## src/rtl/uart_cmd_framer.sv

```systemverilog
// Collects UART RX bytes into fixed-length command frames, checks opcode == end byte,
// and hands validated frames to the decoder over valid/ready with timeout resync and drop accounting.
module uart_cmd_framer #(
  parameter int FRAME_BYTES    = 18,
  parameter int CLK_FREQ       = 103_340_000,
  parameter int TIMEOUT_CYCLES = CLK_FREQ / 100,
  parameter int CNT_BITS       = 8
) (
  input  logic                     clk,
  input  logic                     reset,
  input  logic [7:0]               rx_data,
  input  logic                     rx_valid,
  output logic [8*FRAME_BYTES-1:0] frame_out,
  output logic                     frame_valid,
  input  logic                     frame_ready,
  output logic                     err_mismatch,
  output logic                     err_timeout,
  output logic [CNT_BITS-1:0]      drop_count,
  output logic                     busy
);

  localparam int FW = 8 * FRAME_BYTES;
  localparam int CW = $clog2(FRAME_BYTES) + 1;
  localparam int TW = $clog2(TIMEOUT_CYCLES) + 1;

  localparam logic [CW-1:0] LAST_IDX = CW'(FRAME_BYTES - 1);
  localparam logic [TW-1:0] TMO_LAST = TW'(TIMEOUT_CYCLES - 1);

  localparam logic [1:0] S_IDLE    = 2'd0;
  localparam logic [1:0] S_COLLECT = 2'd1;
  localparam logic [1:0] S_CHECK   = 2'd2;

  logic [1:0]          state_q, state_d;
  logic [CW-1:0]       count_q, count_d;
  logic [TW-1:0]       tmo_q, tmo_d;
  logic [FW-1:0]       asm_q, asm_d;
  logic [FW-1:0]       out_q, out_d;
  logic                fv_q, fv_d;
  logic                mis_q, mis_d;
  logic                tmo_err_q, tmo_err_d;
  logic [CNT_BITS-1:0] drop_q, drop_d;

  always_comb begin
    // NOTE: every next-state variable gets a default first so no path leaves it unassigned (no latches).
    state_d   = state_q;
    count_d   = count_q;
    tmo_d     = tmo_q;
    asm_d     = asm_q;
    out_d     = out_q;
    fv_d      = fv_q;
    mis_d     = 1'b0;
    tmo_err_d = 1'b0;
    drop_d    = drop_q;

    if (fv_q && frame_ready) fv_d = 1'b0;

    case (state_q)
      S_IDLE: begin
        if (rx_valid) begin
          asm_d[7:0] = rx_data;
          count_d    = CW'(1);
          tmo_d      = '0;
          state_d    = S_COLLECT;
        end
      end

      S_COLLECT: begin
        if (rx_valid) begin
          asm_d[8*int'(count_q) +: 8] = rx_data;
          count_d = count_q + CW'(1);
          tmo_d   = '0;
          if (count_q == LAST_IDX) state_d = S_CHECK;
        end else if (tmo_q == TMO_LAST) begin
          count_d   = '0;
          tmo_d     = '0;
          tmo_err_d = 1'b1;
          state_d   = S_IDLE;
        end else begin
          tmo_d = tmo_q + TW'(1);
        end
      end

      S_CHECK: begin
        // A transfer this cycle frees the output, so a new frame may load in its place.
        if (asm_q[FW-1 -: 8] != asm_q[7:0]) begin
          mis_d = 1'b1;
        end else if (!fv_q || frame_ready) begin
          out_d = asm_q;
          fv_d  = 1'b1;
        end else if (drop_q != '1) begin
          drop_d = drop_q + CNT_BITS'(1);
        end

        if (rx_valid) begin
          asm_d[7:0] = rx_data;
          count_d    = CW'(1);
          tmo_d      = '0;
          state_d    = S_COLLECT;
        end else begin
          count_d = '0;
          state_d = S_IDLE;
        end
      end

      default: begin
        count_d = '0;
        tmo_d   = '0;
        state_d = S_IDLE;
      end
    endcase
  end

  // NOTE: sequential state uses non-blocking assignments so all registers update from pre-edge values.
  always_ff @(posedge clk or posedge reset) begin
    if (reset) begin
      state_q   <= S_IDLE;
      count_q   <= '0;
      tmo_q     <= '0;
      asm_q     <= '0;
      out_q     <= '0;
      fv_q      <= 1'b0;
      mis_q     <= 1'b0;
      tmo_err_q <= 1'b0;
      drop_q    <= '0;
    end else begin
      state_q   <= state_d;
      count_q   <= count_d;
      tmo_q     <= tmo_d;
      asm_q     <= asm_d;
      out_q     <= out_d;
      fv_q      <= fv_d;
      mis_q     <= mis_d;
      tmo_err_q <= tmo_err_d;
      drop_q    <= drop_d;
    end
  end

  assign frame_out    = out_q;
  assign frame_valid  = fv_q;
  assign err_mismatch = mis_q;
  assign err_timeout  = tmo_err_q;
  assign drop_count   = drop_q;
  assign busy         = (count_q != '0);

endmodule

```

## config.mk

```make
export PLATFORM = sky130hd
export DESIGN_NAME = uart_cmd_framer
export DESIGN_NICKNAME = d
export VERILOG_FILES = /design/src/rtl/uart_cmd_framer.sv
export SDC_FILE = /design/constraint.sdc
export NUM_CORES = 1
export LEC_CHECK = 0
export ABC_AREA = 1
export BUFFER_PORTS_ARGS = -buffer_cell sky130_fd_sc_hd__buf_4
export CAP_MARGIN = 20
export CORE_MARGIN = 5
export CORE_UTILIZATION = 40
export DETAILED_ROUTE_END_ITERATION = 10
export MAX_ROUTING_LAYER = met4
export SYNTH_ARGS = -nofsm -noshare
export SYNTH_HDL_FRONTEND = slang
export SYNTH_SLANG_ARGS = --single-unit
```

## constraint.sdc

```tcl
create_clock -name clk -period 15.6 [get_ports clk]
set_input_delay 3.12 -clock clk [delete_from_list [all_inputs] [get_ports clk]]
set_output_delay 3.12 -clock clk [all_outputs]
set_load 0.03 [all_outputs]
```

# == After elaboration in Yosys (flattened, before gate mapping) ==
# Cells that the tools add are included.
# word_totals
inputBits,12
output_inout_bits,156
regBits,328
# op_classes
n_shift,2
n_reduce_logical,13
bitwise_logic,2
eq_ne,11
mux,28
addsub,4
# op_table
op,n
bitwise mux 144 bit,1
variable shift 8 x 33 -> 144 bit (first input constant),1
indexed part select 8 x 33 -> 144 bit,1
2-to-1 mux 21 bit,3
case mux 21 bit (2 select lines),1
negation 9 -> 33 bit,1
adder 21 x 1 -> 21 bit (second input constant),1
== test 21 x 20 -> 1 bit (second input constant),1
2-to-1 mux 6 bit,3
case mux 6 bit (3 select lines),1
2-to-1 mux 8 bit,2
case mux 8 bit (2 select lines),1
2-to-1 mux 1 bit,11
AND reduction 3 bit,3
adder 8 x 1 -> 8 bit (second input constant),1
2-to-1 mux 2 bit,4
inequality test 8 bit,1
inequality test 8 bit (second input constant),1
adder 6 x 1 -> 6 bit (second input constant),1
== test 6 x 5 -> 1 bit (second input constant),1
inequality test 3 bit (second input constant),2
case mux 2 bit (3 select lines),1
nonzero test 6 bit,1
inequality test 2 bit (second input constant),2
12 further kinds,14

# == Depth between registers and ports, before layout ==
# Gate-level depths: netlist (run 1).
# logic_depth
depth_word,5
ltp_mapped,14
mapped_depth_nobuf,12

# == Worst setup path after synthesis (run 1) ==
# Ideal clock, no wire load.
# synth_path
path_type,register to output
start,register count_q[0]
end,output busy
t_arrival_ns,1.448
path_buffers,2
slack_ns,11.032
required_ns,12.480
stages_incl_launch_ff,6
path_cell_list,dfrtp_1 buf_2 inv_2 ha_1 nand4_1 buf_2
# synth_via
elab_chain_len,1
# synth_rtl
item,line,rtl
from (decl),34,"logic [CW-1:0] count_q, count_d;"
from (signal assigned),127,count_q <= count_d;
nonzero test 6 bit,143,assign busy = (count_q != '0);
to (decl),19,output logic busy
# No other way between the ends.

# == Final worst setup path (run 1) ==
# Ends and elaborated chain as after synthesis.

==> results of run 1 <==
==> cells in the mapped netlist, types with 3 or more instances <==
library cell	number	area [sq um]
nand4_1	170	1060
inv_1	96	360
o21ai_0	66	330
buf_2	22	110
or2_2	3	18.8
and3_1	5	31.3
buf_1	14	52.6
a21oi_1	8	40.0
xnor2_1	9	78.8
nand2_1	660	2480
buf_4	3	22.5
inv_2	4	15.0
nor3_1	19	95.1
o21ai_1	8	40.0
xor2_1	8	70.1
dfrtp_1	328	8210
nor2_1	121	454
nand2_2	7	43.8
clkbuf_1	60	225
nand3_1	127	636
ha_1	6	75.1
==> layout make-up <==
| type | instances | area, sq um | area share, % |
|---|---|---|---|
| Clock buffer | 53 | 1070 | 6.13 |
| Clock inverter | 10 | 129 | 0.741 |
| Inverter | 100 | 385 | 2.22 |
| Multi-Input combinational cell | 1235 | 5660 | 32.6 |
| Sequential cell | 328 | 8210 | 47.2 |
| Tap cell | 468 | 586 | 3.37 |
| Timing Repair Buffer | 178 | 1360 | 7.82 |
==> stage by stage <==
step           cell area (sq um)  setup WS [ns]
6_report                   17400           9.64
5_1_grt                    17400           9.54
4_1_cts                    17400           9.68
3_5_place_dp               16200           9.43
3_3_place_gp               16200           9.50
2_1_floorplan              14700           3.40
==> placed cells by master (no fill, tap or decap), types with 9 or more instances in the layout <==
master,Yosys,final
nand3_1,127,126
clkbuf_16,0,37
inv_1,96,94
nor2_1,121,120
o21ai_0,66,66
nor3_1,19,19
dfrtp_1,328,328
nand2_1,660,660
xnor2_1,9,9
nand4_1,170,170
buf_4,3,176
==> how the worst max path moves through the flow <==
stage	slack, ns	cells past startpoint	end
after global placement	9.50	7	frame_out[134]
after global routing	9.54	4	busy
after detailed placement	9.43	7	frame_out[104]
final	9.64	4	busy
after CTS	9.68	4	busy
after floorplan	3.40	1	asm_q[0]
==> logic make-up after synthesis <==
group | Yosys count | synth area share (%)
AND/OR/NAND/NOR | 1122 | 33.7
flip-flops | 328 | 56.0
buffers and inverters | 201 | 5.51
AO/OA/AOI/OAI | 89 | 3.18
XOR/XNOR | 18 | 1.13
adder cells (fa/ha/maj) | 6 | 0.512
==> where the power goes <==
part | leakage (uW) | switching, uW | internal [uW] | total, uW
Sequential | 0.00456 | 50.9 | 898 | 949
Clock | 0.000593 | 336 | 522 | 858
Combinational | 0.00418 | 378 | 101 | 479
Total | 0.00933 | 765 | 1520 | 2290
==> worst max-delay path: stages (launching register included) <==
cell and delay [ns]:
dfrtp_1 0.64, inv_2 0.31, ha_1 0.30, nand4_1 0.64
buf_4 0.43
==> routing by layer <==
| metal | up-vias | wire [um] | track usage, % |
|---|---|---|---|
| li1 | 5996 | - | - |
| met1 | 6004 | 20200 | 31.6 |
| met2 | 391 | 18300 | 30.2 |
| met3 | 79 | 2390 | 2.87 |
| met4 | 0 | 994 | 4.88 |
| met5 | - | 0 | - |
==> flip-flops by register name, summed over array words and instances, names as in the netlist <==
name,cells
asm_q,144
frame_out,144
tmo_q,21
drop_count,8
count_q,6
state_q,2
err_mismatch,1
err_timeout,1
frame_valid,1
==> flow_summary.json, run 1 <==
{
  "fin_nets": 1897,
  "ios": 168,
  "grt_overflow": 0,
  "drt_first_pass_iters": 6,
  "avgViaCountPerCell": 5.26,
  "reg2reg_to": "asm_q[52]",
  "die_area_sq_um": 40600,
  "finalPower_uw": 2290,
  "synth_area_sq_um": 14700,
  "vias": 12500,
  "hpwl_um": 29000,
  "ys_types": 35,
  "leakagePower_uw": 0.00933,
  "syn_nets": 1782,
  "startpoint_type": "flop",
  "fp.coreArea_sq_um": 36400,
  "clock_sinks": 328,
  "gp_congestion": 0.931,
  "worstPathArrival_ns": 2.84,
  "cap_viol_max_count": 0,
  "hp-class": "flop to flop",
  "peakVddDrop_mv": 0.0683,
  "status": "completed",
  "max_freq_ghz": 0.168,
  "r2r_cells": 8,
  "drc": 0,
  "die_h_um": 201,
  "htree_levels": 2,
  "drive_gt1_share_pct": 13.8,
  "critPathKind": "flop to output pin",
  "async_flop_share_pct": 100,
  "syn_to_final_growth_pct": 18.7,
  "regToRegStartpoint": "count_q[0]",
  "grt_pass1_wl_um": 68100,
  "drtIter0Drc": 1117,
  "rsz0062_at_grt": "false",
  "cp-startpoint": "count_q[0]",
  "syn_area_per_cell_sq_um": 8.31,
  "grt_pass1_vias": 12000,
  "fin_tns_setup_ns": 0,
  "fill_cells": 3569,
  "clk_pin_slew_ns": 0.06,
  "tightest_slew_ns": 0.909,
  "fin_crit_sh_pct": 38.2,
  "routedWlPerCell_um": 17.7,
  "clk_latency_ns": 0.51,
  "grtUsageTotal_pct": 21.0,
  "min_path_cells": 2,
  "synth-edff-count": 0,
  "chipWidth_um": 201,
  "skew_ns": 0.0130,
  "crit_fanout": 19,
  "slew_viol_final": 0,
  "fp-row-count": 70,
  "final_util_pct": 47.8,
  "port_buffers": 167,
  "antenna_cells": 0,
  "cts_tree": "done",
  "finalCriticalPeriod_ns": 5.96,
  "cts-buffers-inserted": 36,
  "ys_ff_latch": 328,
  "hold_violations": 0,
  "hold_end": "frame_out[94]",
  "cts_hold_buffers": 0,
  "seq_area_frac_synth_pct": 56.0,
  "grt_max_degree": 120,
  "antenna_found_initial": 0,
  "powerDensity_nw_per_um2": 131,
  "worstPathRequired_ns": 12.48,
  "cts_setup_buffers": 0,
  "instances_no_fill": 2372,
  "hold_ws_ns": 0.472,
  "initial_core_util_pct": 40.2,
  "rrSetupSlack_ns": 11.41,
  "wl_um": 41900,
  "yosysWarnings": 0,
  "setup_violations": 0,
  "antenna_left": 0,
  "cts_root_buf": "clkbuf_16",
  "syn_inst": 1764,
  "cp-end-kind": "output pin",
  "clk_path_buf_depth": 3,
  "synthFlopType": "dfrtp_1",
  "cts-resized-gates": 0,
  "relSlewSlack_pct": 39.4,
  "hold_start": "frame_out[94]",
  "place_inst": 2307
}
No activity file was read; power rests on OpenSTA's default activity.
==> run 2: changes to the inputs <==
clock period = 5.9 ns   (was 15.6 ns; I/O delays follow)
==> run 2 against run 1 <==
Cell area rose by 0.78%. Critical path type unchanged. Via count fell by 0.34%. Hold slack got worse by 0.0011 ns. Highest routed layer unchanged.
==> flow_summary.json, run 2 (synthesized netlist as in run 1, its figures left out) <==
{
  "status": "completed",
  "peakVddDrop_mv": 0.240,
  "combPwrFrac_pct": 20.1,
  "fin_crit_sh_pct": 65.7,
  "initial_core_util_pct": 40.2,
  "max_freq_ghz": 0.258,
  "clkPwrFrac_pct": 39.5,
  "slew_viol_final": 0,
  "crit_chain": "inv_2, ha_1, nand4_1, buf_4",
  "netSwitchingFraction_pct": 32.8,
  "grt_max_degree": 140,
  "routedWlPerCell_um": 17.5,
  "switchingPower_uw": 2040,
  "drt_first_pass_iters": 5,
  "worst_path_max_delay_cell": "nand4_1",
  "antenna_left": 0,
  "p_int_uw": 4170,
  "fin_tns_setup_ns": 0,
  "antenna_cells": 0,
  "fp-row-count": 70,
  "tightest_slew_ns": 1.11,
  "cts_setup_buffers": 0,
  "rsz0062_at_grt": "false",
  "powerDensity_nw_per_um2": 354,
  "cts_hold_buffers": 0,
  "grt_pass1_vias": 11900,
  "crit_family": "buffers and inverters",
  "wl_um": 41600,
  "startpoint_type": "flop",
  "mostFrequentLayoutCell": "nand2_1",
  "grtUsageTotal_pct": 20.8,
  "grt_overflow": 0,
  "cts_tree": "done",
  "clock_sinks": 328,
  "cp-end-kind": "output pin",
  "crit_fanout": 19,
  "finalCriticalPeriod_ns": 3.87,
  "clk_latency_ns": 0.52,
  "cts-resized-gates": 0,
  "hpwl_um": 28600,
  "critPathKind": "flop to output pin",
  "ios": 168,
  "die_area_sq_um": 40600,
  "fin_nets": 1898,
  "slowest_delay_ns": 0.62,
  "final_cell_mix": "nand2_1 (660), dfrtp_1 (328), buf_4 (173)",
  "gp_congestion": 0.972,
  "die_h_um": 201,
  "drive_gt1_share_pct": 14.1,
  "worstPathRequired_ns": 4.72,
  "cap_viol_max_count": 0,
  "leakagePower_uw": 0.00939,
  "p_seq_share_pct": 40.4,
  "chipWidth_um": 201,
  "antenna_found_initial": 0,
  "clk_pin_slew_ns": 0.06,
  "cts-buffers-inserted": 37,
  "clk_path_buf_depth": 3,
  "port_buffers": 167,
  "fp.coreArea_sq_um": 36400,
  "worstPathArrival_ns": 2.69,
  "finalPower_uw": 6200,
  "setup_violations": 0,
  "timing.critical_path.buf_inv": 2,
  "relSlewSlack_pct": 26.2,
  "avgViaCountPerCell": 5.24,
  "cts_root_buf": "clkbuf_16",
  "hold_violations": 0,
  "drc": 0,
  "grt_pass1_wl_um": 67800,
  "skew_ns": 0.0174,
  "vias": 12400,
  "hp-class": "flop to flop",
  "syn_to_final_growth_pct": 19.6,
  "drtIter0Drc": 1084,
  "htree_levels": 2
}
run 2: cell count changes in the layout (fill, tap and decap cells not counted), sizes merged:
cell      before  now
clkinv         7    8
inv          100   99
clkbuf        53   49
clkinvlp       0    2
bufinv         3    6
run 2: worst paths after layout:
| kind | start | to | slack (ns) | depth (start not counted) |
|---|---|---|---|---|
| worst min-delay path | frame_out[137] | frame_out[137] | 0.47 | 2 |
| max in group asynchronous | reset | frame_out[71] | 3.96 | 4 |
| worst max-delay path | count_q[0] | busy | 2.03 | 4 |
| min in group asynchronous | reset | frame_out[12] | 0.63 | 2 |
| worst min register to register | frame_out[137] | frame_out[137] | 0.47 | 2 |
| worst max register to register | count_q[0] | asm_q[36] | 2.22 | 8 |
run 2: power groups by stage:
stage	sequential [uW]	combinational (uW)	clock (uW)
after floorplan	2480	960	0
after global placement	2540	1220	0
after detailed placement	2540	1230	0
after CTS	2500	1230	2500
after global routing	2520	1380	2600
final	2510	1240	2450
run 2: worst register-to-register path, cell delays in order, from the launching register on:
cell and delay (ns):
dfrtp_1 0.73, inv_2 0.20, ha_1 0.48, nor2_1 0.58, inv_1 0.27, nor3_2 0.83, nand2_2 0.26, nand2_1 0.16
nand2_1 0.06
run 2: metal layers:
| metal | vias up | track usage, % | wire, um |
|---|---|---|---|
| li1 | 6009 | - | - |
| met1 | 5979 | 31.7 | 20200 |
| met2 | 379 | 29.4 | 18000 |
| met3 | 60 | 2.88 | 2340 |
| met4 | 0 | 5.13 | 1100 |
| met5 | - | - | 0 |
run 2: layout make-up:
cell class | instances | area (sq um)
clock buffer | 49 | 1060
clock inverter | 15 | 235
fill | 3530 | 18900
inverter | 100 | 382
multi-input combinational | 1235 | 5660
sequential | 328 | 8210
tap | 468 | 586
timing repair buffer | 178 | 1400
run 2: through the flow:
step / util [%] / cell area, sq um / hold slack, ns / std cells / worst slack, ns
5_1_grt: 48.1 / 17500 / 0.489 / 2373 / 1.87
3_5_place_dp: 44.5 / 16200 / 0.459 / 2307 / 2.06
6_report: 48.1 / 17500 / 0.471 / 2373 / 2.03
2_1_floorplan: - / 14700 / 0.442 / 1764 / 0.341
4_1_cts: 48.0 / 17500 / 0.474 / 2371 / 2.06
3_3_place_gp: 44.5 / 16200 / 0.458 / 2307 / 2.11
==> run 3: changes to the inputs <==
ABC_AREA = 0   (was 1)
clock period = 3.76 ns   (was 5.9 ns; I/O delays follow)
==> run 3 against run 2 <==
Clock skew shrank 0.0086 ns. Combinational power decreased by 20%. Hold slack worse by 0.052 ns. Register-to-register slack got worse by 1.6 ns. Global-route usage fell by 3.4 points. Sequential power grew 56%. Critical path type is now flop to flop.
==> flow_summary.json, run 3 <==
{
  "antenna_left": 0,
  "chipWidth_um": 195,
  "finalCriticalPeriod_ns": 3.17,
  "relSlewSlack_pct": 30.6,
  "syn_nets": 1079,
  "fp-row-count": 67,
  "cts_root_buf": "clkbuf_16",
  "wl_met2_um": 15600,
  "setup_violations": 0,
  "htree_levels": 2,
  "grt_pass1_vias": 8982,
  "m1WireLength_um": 14400,
  "hold_ws_ns": 0.419,
  "mostFrequentLayoutCell": "dfrtp_1",
  "r2r_cells": 6,
  "startpoint_type": "flop",
  "clk_pin_slew_ns": 0.06,
  "grt_overflow": 0,
  "synth-edff-count": 0,
  "drive_gt1_share_pct": 38.8,
  "async_flop_share_pct": 100,
  "clock_sinks": 328,
  "ys_ff_latch": 328,
  "clk_latency_ns": 0.50,
  "tightest_slew_ns": 1.03,
  "grt_max_degree": 89,
  "regToRegStartpoint": "count_q[1]",
  "worstPathArrival_ns": 3.55,
  "drc": 0,
  "reg2reg_to": "asm_q[39]",
  "initial_core_util_pct": 40.6,
  "ios": 168,
  "wl_um": 32000,
  "seq_area_frac_synth_pct": 60.1,
  "hpwl_um": 22200,
  "cts_setup_buffers": 0,
  "port_buffers": 167,
  "gp_congestion": 0.887,
  "ys_types": 68,
  "synth_top_area_share_pct": 60.1,
  "synth.most_common_cell": "dfrtp_1",
  "cts_hold_buffers": 0,
  "yosys.area.top_type": "dfrtp_1",
  "hp-class": "primary input to asynchronous set/reset pin",
  "critPathKind": "flop to flop",
  "rsz0062_at_grt": "false",
  "crit_family": "simple AND/OR/NAND/NOR gates",
  "fill_cells": 3034,
  "peakVddDrop_mv": 0.232,
  "fin_crit_sh_pct": 84.3,
  "rrSetupSlack_ns": 0.59,
  "fin_area_sq_um": 16700,
  "slowest_delay_ns": 0.83,
  "die_h_um": 195,
  "syn_to_final_growth_pct": 22.0,
  "skew_ns": 0.00877,
  "grt_pass1_wl_um": 52100,
  "leakagePower_uw": 0.00835,
  "synth_common_cells": "dfrtp_1 (328), mux2_2 (230), nand2_1 (108)",
  "slew_viol_final": 0,
  "timing.critical_path.buf_inv": 1,
  "dpl-instance-area_sq_um": 15500,
  "clk_path_buf_depth": 3,
  "crit_chain": "inv_1, ha_1, or3_1, o31ai_2, nand3_1, mux2_2",
  "die_area_sq_um": 37900,
  "avgViaCountPerCell": 5.09,
  "cap_viol_max_count": 0,
  "fin_tns_setup_ns": 0,
  "status": "completed",
  "drtIter0Drc": 520,
  "antenna_found_initial": 0,
  "synthFlopType": "dfrtp_1",
  "crit_fanout": 14,
  "top_layer": "met4",
  "routedWlPerCell_um": 18.7,
  "cts-resized-gates": 0,
  "powerDensity_nw_per_um2": 497,
  "met3_wirelength_um": 1500,
  "antenna_cells": 0,
  "fin_nets": 1260,
  "syn_area_per_cell_sq_um": 12.9,
  "worstPathRequired_ns": 4.15,
  "worst_path_max_delay_cell": "o31ai_2",
  "fp.coreArea_sq_um": 33600,
  "final_cell_mix": "dfrtp_1 (328), mux2_2 (230), buf_4 (189)",
  "yosys-top-cells-area": "dfrtp_1 (60%), mux2_2 (19%), nand2_1 (3.0%)",
  "hold_violations": 0,
  "grtUsageTotal_pct": 17.4,
  "yosysWarnings": 0,
  "cts-buffers-inserted": 36,
  "cp-end-kind": "flop",
  "syn_inst": 1061,
  "vias": 8714,
  "cts_tree": "done",
  "max_freq_ghz": 0.316,
  "synth_area_sq_um": 13700,
  "drt_first_pass_iters": 4
}
-- run 3: cell types whose count changed in the layout (fill, tap and decap cells not counted), moves of 18 or more --
cell and change:
xnor2_1 +18, and2_1 +30, o21ai_0 -20, nand3_1 -101, mux2_2 +230, nand2_1 -552
inv_1 -84, nor2_1 -68, nand4_1 -155
-- run 3: routing by layer --
metal / GRT usage, % / vias up
met5: - / -
met4: 3.65 / 0
met3: 3.38 / 45
met2: 27.8 / 152
met1: 23.4 / 4440
li1: - / 4077
-- run 3: cells by family after synthesis --
| group | count (synthesis) | share of synthesized area (%) |
|---|---|---|
| xor gates and xnor gates | 39 | 2.50 |
| buffers and inverters | 64 | 2.14 |
| adders and majority gates | 6 | 0.550 |
| and+or+nand+nor | 292 | 10.7 |
| DFF | 328 | 60.1 |
| muxes | 238 | 19.6 |
| AOI/OAI and AO/OA | 94 | 4.35 |
-- run 3: power by group --
part	internal, uW	switching [uW]	total (uW)
Clock	2020	1340	3360
Sequential	3760	154	3910
Combinational	378	618	996
-- run 3: through the flow --
step	utilization (%)	setup WS, ns	power [uW]	cells
final	49.6	0.592	8280	1713
after global routing	49.6	0.268	8680	1713
after CTS	49.6	0.484	8390	1713
after detailed placement	46.2	0.502	4990	1652
after global placement	46.2	0.581	4970	1652
after floorplan	-	-1.37	4670	1061
-- run 3: area by class of cell --
type | count | area [sq um] | area share, %
clock buffer | 59 | 1120 | 6.71
clock inverter | 2 | 16.3 | 0.0976
inverter | 12 | 48.8 | 0.293
multi-input combinational | 669 | 5170 | 31.0
sequential | 328 | 8210 | 49.3
tap | 448 | 561 | 3.36
timing repair buffer | 195 | 1540 | 9.24
-- run 3: how the worst max path moves through the flow --
stage                     startpoint  cells past startpoint         to
after floorplan                reset                      1   asm_q[0]
after global placement    count_q[1]                      6  asm_q[36]
after detailed placement  count_q[1]                      6  asm_q[39]
after CTS                 count_q[1]                      6  asm_q[36]
after global routing      count_q[1]                      6  asm_q[36]
final                     count_q[1]                      6  asm_q[39]
